<file path="config.mk">
export PLATFORM = sky130hd
export DESIGN_NAME = key_mode_ctrl
export DESIGN_NICKNAME = d
export VERILOG_FILES = /design/src/rtl/key_mode_ctrl.sv
export SDC_FILE = /design/constraint.sdc
export NUM_CORES = 1
export LEC_CHECK = 0
export CAP_MARGIN = 20
export CORE_MARGIN = 1
export CORE_UTILIZATION = 58
export CTS_CLUSTER_SIZE = 25
export DETAILED_ROUTE_END_ITERATION = 10
export HOLD_SLACK_MARGIN = 0.03
export PLACE_DENSITY_LB_ADDON = 0.12
export REMOVE_ABC_BUFFERS = 1
export SLEW_MARGIN = 5
export SYNTH_ARGS = -nofsm -noshare
export SYNTH_HDL_FRONTEND = slang
export SYNTH_SLANG_ARGS = --single-unit
</file>
<file path="constraint.sdc">
create_clock -name clk -period 2.3 [get_ports clk]
set_clock_uncertainty 0.1 [all_clocks]
set_input_delay 0.46 -clock clk [delete_from_list [all_inputs] [get_ports clk]]
set_output_delay 0.46 -clock clk [all_outputs]
set_load 0.01 [all_outputs]
</file>
<file path="src/rtl/key_mode_ctrl.sv">
// key_mode_ctrl: synchronises and debounces a raw push-button, turns each
// accepted press into a one-cycle pulse, and advances a display mode index
// that is only applied to the monitor at a frame boundary (vsync edge).
module key_mode_ctrl #(
    parameter int DEBOUNCE_CYCLES  = 1000000,
    parameter int MODE_NUM         = 8,
    parameter int MODE_W           = 3,
    parameter bit KEY_ACTIVE_LOW   = 1'b1,
    parameter bit VSYNC_ACTIVE_LOW = 1'b1
) (
    input  logic              clk,
    input  logic              rst,
    input  logic              key_in,
    input  logic              vsync,
    output logic              key_pulse,
    output logic              key_level,
    output logic [MODE_W-1:0] mode,
    output logic              mode_pending,
    output logic              mode_changed
);

    localparam int                CNT_W        = $clog2(DEBOUNCE_CYCLES) + 1;
    localparam logic [CNT_W-1:0]  CNT_LAST     = CNT_W'(DEBOUNCE_CYCLES - 1);
    localparam logic              KEY_RELEASED = KEY_ACTIVE_LOW ? 1'b1 : 1'b0;
    localparam logic [MODE_W-1:0] MODE_LAST    = MODE_W'(MODE_NUM - 1);

    typedef enum logic [1:0] {
        IDLE,
        PRESS_WAIT,
        HELD,
        RELEASE_WAIT
    } state_t;

    logic             key_meta;
    logic             key_sync;
    logic             key_s;

    state_t           state;
    state_t           state_next;
    logic [CNT_W-1:0] count;
    logic [CNT_W-1:0] count_next;
    logic             level_next;
    logic             pulse_next;

    logic              vsync_act;
    logic              vsync_act_d;
    logic              frame_edge;
    logic [MODE_W-1:0] next_mode;
    logic [MODE_W-1:0] mode_inc;
    logic [MODE_W-1:0] next_mode_new;
    logic              pending_new;

    // Two-flop synchroniser on the raw button, then a third flop that
    // normalises polarity so key_s is always 1 while the button is pressed.
    always_ff @(posedge clk) begin
        if (rst) begin
            key_meta <= KEY_RELEASED;
            key_sync <= KEY_RELEASED;
            key_s    <= 1'b0;
        end else begin
            key_meta <= key_in;
            key_sync <= key_meta;
            key_s    <= KEY_ACTIVE_LOW ? ~key_sync : key_sync;
        end
    end

    // Debounce state register, stable-level counter and registered key outputs.
    always_ff @(posedge clk) begin
        if (rst) begin
            state     <= IDLE;
            count     <= '0;
            key_level <= 1'b0;
            key_pulse <= 1'b0;
        end else begin
            state     <= state_next;
            count     <= count_next;
            key_level <= level_next;
            key_pulse <= pulse_next;
        end
    end

    // Debounce next-state logic: a level change is accepted only after it has
    // been seen stable for the full window; any bounce restarts the wait.
    always_comb begin
        state_next = state;
        count_next = count;
        level_next = key_level;
        pulse_next = 1'b0;
        case (state)
            IDLE: begin
                level_next = 1'b0;
                if (key_s) begin
                    state_next = PRESS_WAIT;
                    count_next = '0;
                end
            end
            PRESS_WAIT: begin
                if (!key_s) begin
                    state_next = IDLE;
                    count_next = '0;
                end else if (count == CNT_LAST) begin
                    state_next = HELD;
                    count_next = '0;
                    level_next = 1'b1;
                    pulse_next = 1'b1;
                end else begin
                    count_next = count + CNT_W'(1);
                end
            end
            HELD: begin
                if (!key_s) begin
                    state_next = RELEASE_WAIT;
                    count_next = '0;
                end
            end
            RELEASE_WAIT: begin
                if (key_s) begin
                    state_next = HELD;
                    count_next = '0;
                end else if (count == CNT_LAST) begin
                    state_next = IDLE;
                    count_next = '0;
                    level_next = 1'b0;
                end else begin
                    count_next = count + CNT_W'(1);
                end
            end
            default: begin
                state_next = IDLE;
                count_next = '0;
            end
        endcase
    end

    // Frame boundary detection: vsync normalised to active-high and compared
    // with its value one cycle earlier to find the start of the sync pulse.
    always_ff @(posedge clk) begin
        if (rst) begin
            vsync_act_d <= 1'b0;
        end else begin
            vsync_act_d <= vsync_act;
        end
    end

    // Mode bookkeeping: a press arriving in the same cycle as the frame edge
    // is folded in before the commit, so no press is ever left behind.
    always_comb begin
        vsync_act     = VSYNC_ACTIVE_LOW ? ~vsync : vsync;
        frame_edge    = vsync_act & ~vsync_act_d;
        mode_inc      = (next_mode == MODE_LAST) ? '0 : next_mode + MODE_W'(1);
        next_mode_new = key_pulse ? mode_inc : next_mode;
        pending_new   = mode_pending | key_pulse;
    end

    // Pending mode accumulates presses; it is copied to the visible mode only
    // on a frame edge so the pattern never changes mid-frame.
    always_ff @(posedge clk) begin
        if (rst) begin
            next_mode    <= '0;
            mode         <= '0;
            mode_pending <= 1'b0;
            mode_changed <= 1'b0;
        end else begin
            next_mode    <= next_mode_new;
            mode_changed <= 1'b0;
            if (frame_edge && pending_new) begin
                mode         <= next_mode_new;
                mode_pending <= 1'b0;
                mode_changed <= (next_mode_new != mode);
            end else begin
                mode_pending <= pending_new;
            end
        end
    end

endmodule

</file>
==> results of run 1 <==
==> worst paths after layout <==
kind	startpoint	to	slack, ps	cells after the start
hold reg to reg	key_sync	key_s	290	1
hold / removal	key_sync	key_s	290	1
setup / recovery	count[0]	count[15]	200	7
setup reg to reg	count[0]	count[15]	200	7
==> worst max-delay path, delay by kind of cell, from the launching register on <==
family	cells	cell delay (ps)
compound gates	2	370
flops	1	400
fa+ha+maj	1	220
buf+inv	1	170
simple gates	3	740
==> stage by stage <==
step	hold WS (ps)	cells	util	cell area, um^2
finish	288	255	0.705	2000
global route	309	255	0.705	2000
CTS	293	255	0.705	2000
detailed placement	276	248	0.680	1920
global placement	271	247	0.677	1920
floorplan	263	199	-	1710
==> synth_stat cells (all sizes together) (4+ instances only) <==
cell    instances
dfxtp          37
nor2           27
nand2          16
nand3          14
a21oi          11
nor3           10
clkbuf          8
nand4           8
a31oi           6
o21ai           6
mux2i           5
or4             5
a22o            4
nand3b          4
nor4            4
xnor2           4
==> per-layer routing <==
metal  global-route usage  up-vias  wire (um)
met3               0.0794        2        189
met5                    0        -          0
met4                0.111        0         32
met2                0.378       40       1670
li1                     -      792          -
met1                0.322      747       1650
==> placed cells by master (no fill, tap or decap), types with 4 or more instances in the layout <==
| cell type | synthesis | layout |
|---|---|---|
| a21oi_1 | 10 | 10 |
| clkdlybuf4s50_1 | 0 | 10 |
| xnor2_1 | 4 | 4 |
| o21ai_0 | 6 | 6 |
| mux2i_1 | 5 | 5 |
| a31oi_1 | 6 | 6 |
| clkbuf_4 | 0 | 5 |
| nand4_1 | 8 | 8 |
| or4_1 | 5 | 5 |
| nand3_1 | 14 | 14 |
| nor3_1 | 10 | 10 |
| nand2_1 | 15 | 15 |
| nand3b_1 | 4 | 4 |
| nor2_1 | 27 | 27 |
| dfxtp_1 | 37 | 37 |
| buf_4 | 0 | 7 |
==> cells by family after synthesis <==
group,share of synthesized area
flip-flops,0.419
buffers and inverters,0.0375
XOR/XNOR,0.0347
AO/OA/AOI/OAI,0.142
AND/OR/NAND/NOR,0.317
multiplexers,0.0283
adder cells (fa/ha/maj),0.0212
==> area by class of cell <==
class                   count  area share
multi-input cells         159       0.481
flip-flops and latches     37       0.371
repair buffers             18      0.0865
well taps                  31      0.0194
clock buffers               5      0.0188
clock inverters             2      0.0176
inverters                   3     0.00564
==> report_power, final <==
part	leakage (nW)	switching, mW	internal [mW]
clock network	0.0410	0.205	0.221
registers	0.299	0.00178	0.644
logic	0.383	0.0166	0.0125
==> metrics.csv, run 1 <==
stage,metric,value,unit
clocking,clock-sinks,37,
synthesis,synth_seq_cells,37,
power_and_ir_drop,irDropWorstVdd,0.485,mV
finish,drive_gt1_frac,0.0982,
finish,nFillCells,234,
floorplan,die_x,57.2,um
route,wl_per_cell,13.9,um
route,vias_per_cell,6.20,
global_route,grt_pass1_vias,1429,
clocking,cts.clk_slew.worst_paths,100,ps
critical_path,critPathLaunchType,flop,
route,firstDrtPassIters,4,
route,ant_nets,0,
synthesis,avgSynthCellArea,8.41,um^2
global_route,grt_start_max_net_pins,28,
critical_path,worstSetupPathType,reg -> reg,
clocking,hold_buffers,0,
route,routed_wl,3550,um
sta,setup_viol,0,
clocking,clk_latency,340,ps
sta,fin_tns_setup,0,ps
sta,worstMarginPinSlew,471,ps
synthesis,yosysWarnings,0,
finish,regArea,741,um^2
finish,largest_reg_flops,21,
critical_path,cp_cell_sequence,ha_1 > nand3_1 > nor4_2 > a21oi_2 > buf_12 > and3_1 > a221o_1,
sta,slew_headroom,0.684,
floorplan,rows,19,
finish,top_register,count,
sta,period_needed,2100,ps
run_status,status,"finished, final reports clean",
power_and_ir_drop,cellLeakagePower,0.723,nW
clocking,root_buffer,clkbuf_4,
clocking,cts_setup_buffers,0,
clocking,ctsResizeCount,0,
sta,hold_viol,0,
hold_path,hold_path.class,reg -> reg,
global_route,grt_overflow,0,
clocking,numCtsBuffers,5,
finish,multi_input_area,960,um^2
power_and_ir_drop,power.total,1.10,mW
clocking,clock_path_buffers,2,
route,dr.first_iter.drc_count,48,
critical_path,critPathMaxFanout,27,
sta,slew_viol_final,0,
place,place_hpwl,2560,um
sta,fmax,0.477,GHz
finish,top_regs,"count x21, mode x3, next_mode x3",
synthesis,synth_top_cell_by_area,dfxtp_1,
finish,final_nets,231,
sta,min_period_over_period,0.912,
synthesis,synth.top_cells.by_area,"dfxtp_1 (42%), nor2_1 (5.7%), nand3_1 (4.0%)",
floorplan,fp.coreArea,2830,um^2
floorplan,fp.dieH,57.2,um
sta,rsz0062_at_grt,no,
synthesis,synth_top_cell_area_share,0.419,
finish,area_delta_synth_final,13.0,%
global_route,grt_first_pass_wirelength,6180,um
place,routabilityCongestion,0.882,
route,drcViolationCount,0,
place,numPortBuffers,10,
synthesis,async_reset_ff_frac,0,
synthesis,synth_edf_count,0,
sta,finalWorstSetupSlack,202,ps
critical_path,crit_slowest_cell,dfxtp_1,
clocking,cts_tree,done,
clocking,htreeDepth,2,
global_route,antenna_found_initial,0,
floorplan,dieArea,3270,um^2
critical_path,required,2440,ps
synthesis,yosys.cell_types.count,44,
critical_path,max_stage_delay,400,ps
critical_path,critPathCaptureType,flop,
synthesis,syn-cell-area,1770,um^2
floorplan,num_io_pins,11,
synthesis,synth_ff_type,dfxtp_1,
floorplan,initial_core_util,0.625,
power_and_ir_drop,powerDensity,552,nW/um^2
finish,diodes,0,
synthesis,synth_cells,210,
critical_path,arrival,2240,ps
synthesis,synth.yosys.seq_area_share,0.419,
global_route,globalRouteTotalUtil,0.248,
route,vias,1581,
run,drv_cap,0,
place,place_ws,223,ps
(Power assumes the default switching activity.)
==> inputs of run 2 (changes only) <==
- SLEW_MARGIN: 5 -> 30
==> metrics.csv, run 2 (synthesis gave the netlist of run 1 again) <==
stage,metric,value,unit
run_status,status,"finished, final reports clean",
finish,final_core_util,0.705,
finish,final_nets,230,
clocking,ctsResizeCount,0,
global_route,globalRouteTotalUtil,0.251,
power_and_ir_drop,irDropWorstVdd,0.715,mV
sta,period_needed,2120,ps
global_route,grt_start_max_net_pins,28,
finish,top_regs,"count x21, mode x3, next_mode x3",
sta,worstMarginPinSlew,780,ps
finish,layout_common_cells,"dfxtp_1 (37), nor2_1 (27), nand2_1 (15)",
clocking,cts.clk_slew.worst_paths,110,ps
finish,drive_gt1_frac,0.0987,
hold_path,hold_path.class,reg -> reg,
sta,hold_viol,0,
critical_path,r2r_setup_slack,180,ps
route,vias_per_cell,6.28,
global_route,grt_overflow,0,
clocking,cts_tree,done,
sta,fmax,0.472,GHz
global_route,grt_pass1_vias,1464,
floorplan,fp.dieH,57.2,um
floorplan,die_x,57.2,um
power_and_ir_drop,power.total,1.11,mW
route,firstDrtPassIters,4,
critical_path,worstSetupPathType,reg -> reg,
clocking,clock-sinks,37,
global_route,antenna_found_initial,0,
clocking,clk_latency,350,ps
floorplan,fp.coreArea,2830,um^2
sta,slew_headroom,0.477,
power_and_ir_drop,p_int,0.876,mW
sta,rsz0062_at_grt,no,
power_and_ir_drop,powerDensity,556,nW/um^2
power_and_ir_drop,cellLeakagePower,0.719,nW
clocking,hold_buffers,0,
critical_path,critPathMaxFanout,27,
clocking,clock_path_buffers,2,
power_and_ir_drop,p_seq_frac,0.582,
floorplan,num_io_pins,11,
finish,top_register,count,
sta,min_period_over_period,0.921,
critical_path,critPathLaunchType,flop,
floorplan,dieArea,3270,um^2
critical_path,required,2450,ps
floorplan,rows,19,
clocking,cts_setup_buffers,0,
route,routed_wl,3620,um
power_and_ir_drop,combPwrFrac,0.025,
power_and_ir_drop,pwr-share-clk,0.392,
route,drcViolationCount,0,
sta,slew_viol_final,0,
finish,largest_reg_flops,21,
finish,nFillCells,223,
route,ant_nets,0,
finish,final_common_cell,dfxtp_1,
route,vias,1596,
critical_path,arrival,2270,ps
route,wl_per_cell,14.3,um
power_and_ir_drop,sw_frac_of_total,0.209,
floorplan,initial_core_util,0.625,
power_and_ir_drop,switchingPower,0.232,mW
finish,diodes,0,
critical_path,critPathCaptureType,flop,
route,dr.first_iter.drc_count,61,
clocking,numCtsBuffers,5,
sta,setup_viol,0,
finish,area_delta_synth_final,12.8,%
clocking,root_buffer,clkbuf_4,
run,drv_cap,0,
place,numPortBuffers,10,
place,routabilityCongestion,0.882,
global_route,grt_first_pass_wirelength,6290,um
place,place_hpwl,2600,um
clocking,htreeDepth,2,
## run 2: area by class of cell
class / instances / area, um^2 / share of cell area
multi-input combinational: 159 / 965 / 0.484
sequential: 37 / 741 / 0.372
timing repair buffer: 17 / 165 / 0.0829
tap: 31 / 38.8 / 0.0195
clock buffer: 5 / 37.5 / 0.0188
clock inverter: 2 / 35.0 / 0.0176
inverter: 3 / 11.3 / 0.00565
## run 2: final timing paths
| check | endpoint | cells past startpoint | start |
|---|---|---|---|
| setup / recovery | count[15] | 7 | count[0] |
| setup reg to reg | count[15] | 7 | count[0] |
| hold reg to reg | key_s | 1 | key_sync |
| hold / removal | key_s | 1 | key_sync |
## run 2: power by group through the flow
stage                     Sequential, mW  Clock [mW]  Combinational (mW)
after detailed placement           0.660           0              0.0279
after floorplan                    0.660           0              0.0119
after global routing               0.646       0.468              0.0312
after global placement             0.660           0              0.0268
after CTS                          0.646       0.442              0.0281
final                              0.646       0.435              0.0281
## run 2: metal layers
| layer | GRT usage | part of all wire | vias up |
|---|---|---|---|
| li1 | - | - | 786 |
| met1 | 0.322 | 0.45 | 741 |
| met2 | 0.376 | 0.45 | 61 |
| met3 | 0.0748 | 0.071 | 8 |
| met4 | 0.146 | 0.023 | 0 |
| met5 | 0 | 0 | - |
## run 2: through the flow
stage / setup WS (ps) / hold WS (ps) / instances / setup TNS [ps] / area [um^2]
after detailed placement: 201 / 276 / 247 / 0 / 1920
after CTS: 198 / 289 / 254 / 0 / 1990
after global placement: -46.5 / 271 / 247 / -140 / 1920
after global routing: 56.3 / 305 / 254 / 0 / 1990
final: 182 / 284 / 254 / 0 / 1990
after floorplan: 189 / 263 / 199 / 0 / 1710
## run 2: critical path: stages, from the launching register on
cell and delay, ps:
dfxtp_1 400, ha_1 230, nand3_1 180, nor4_2 400
a21oi_2 120, buf_12 170, and3_1 170, a221o_1 250
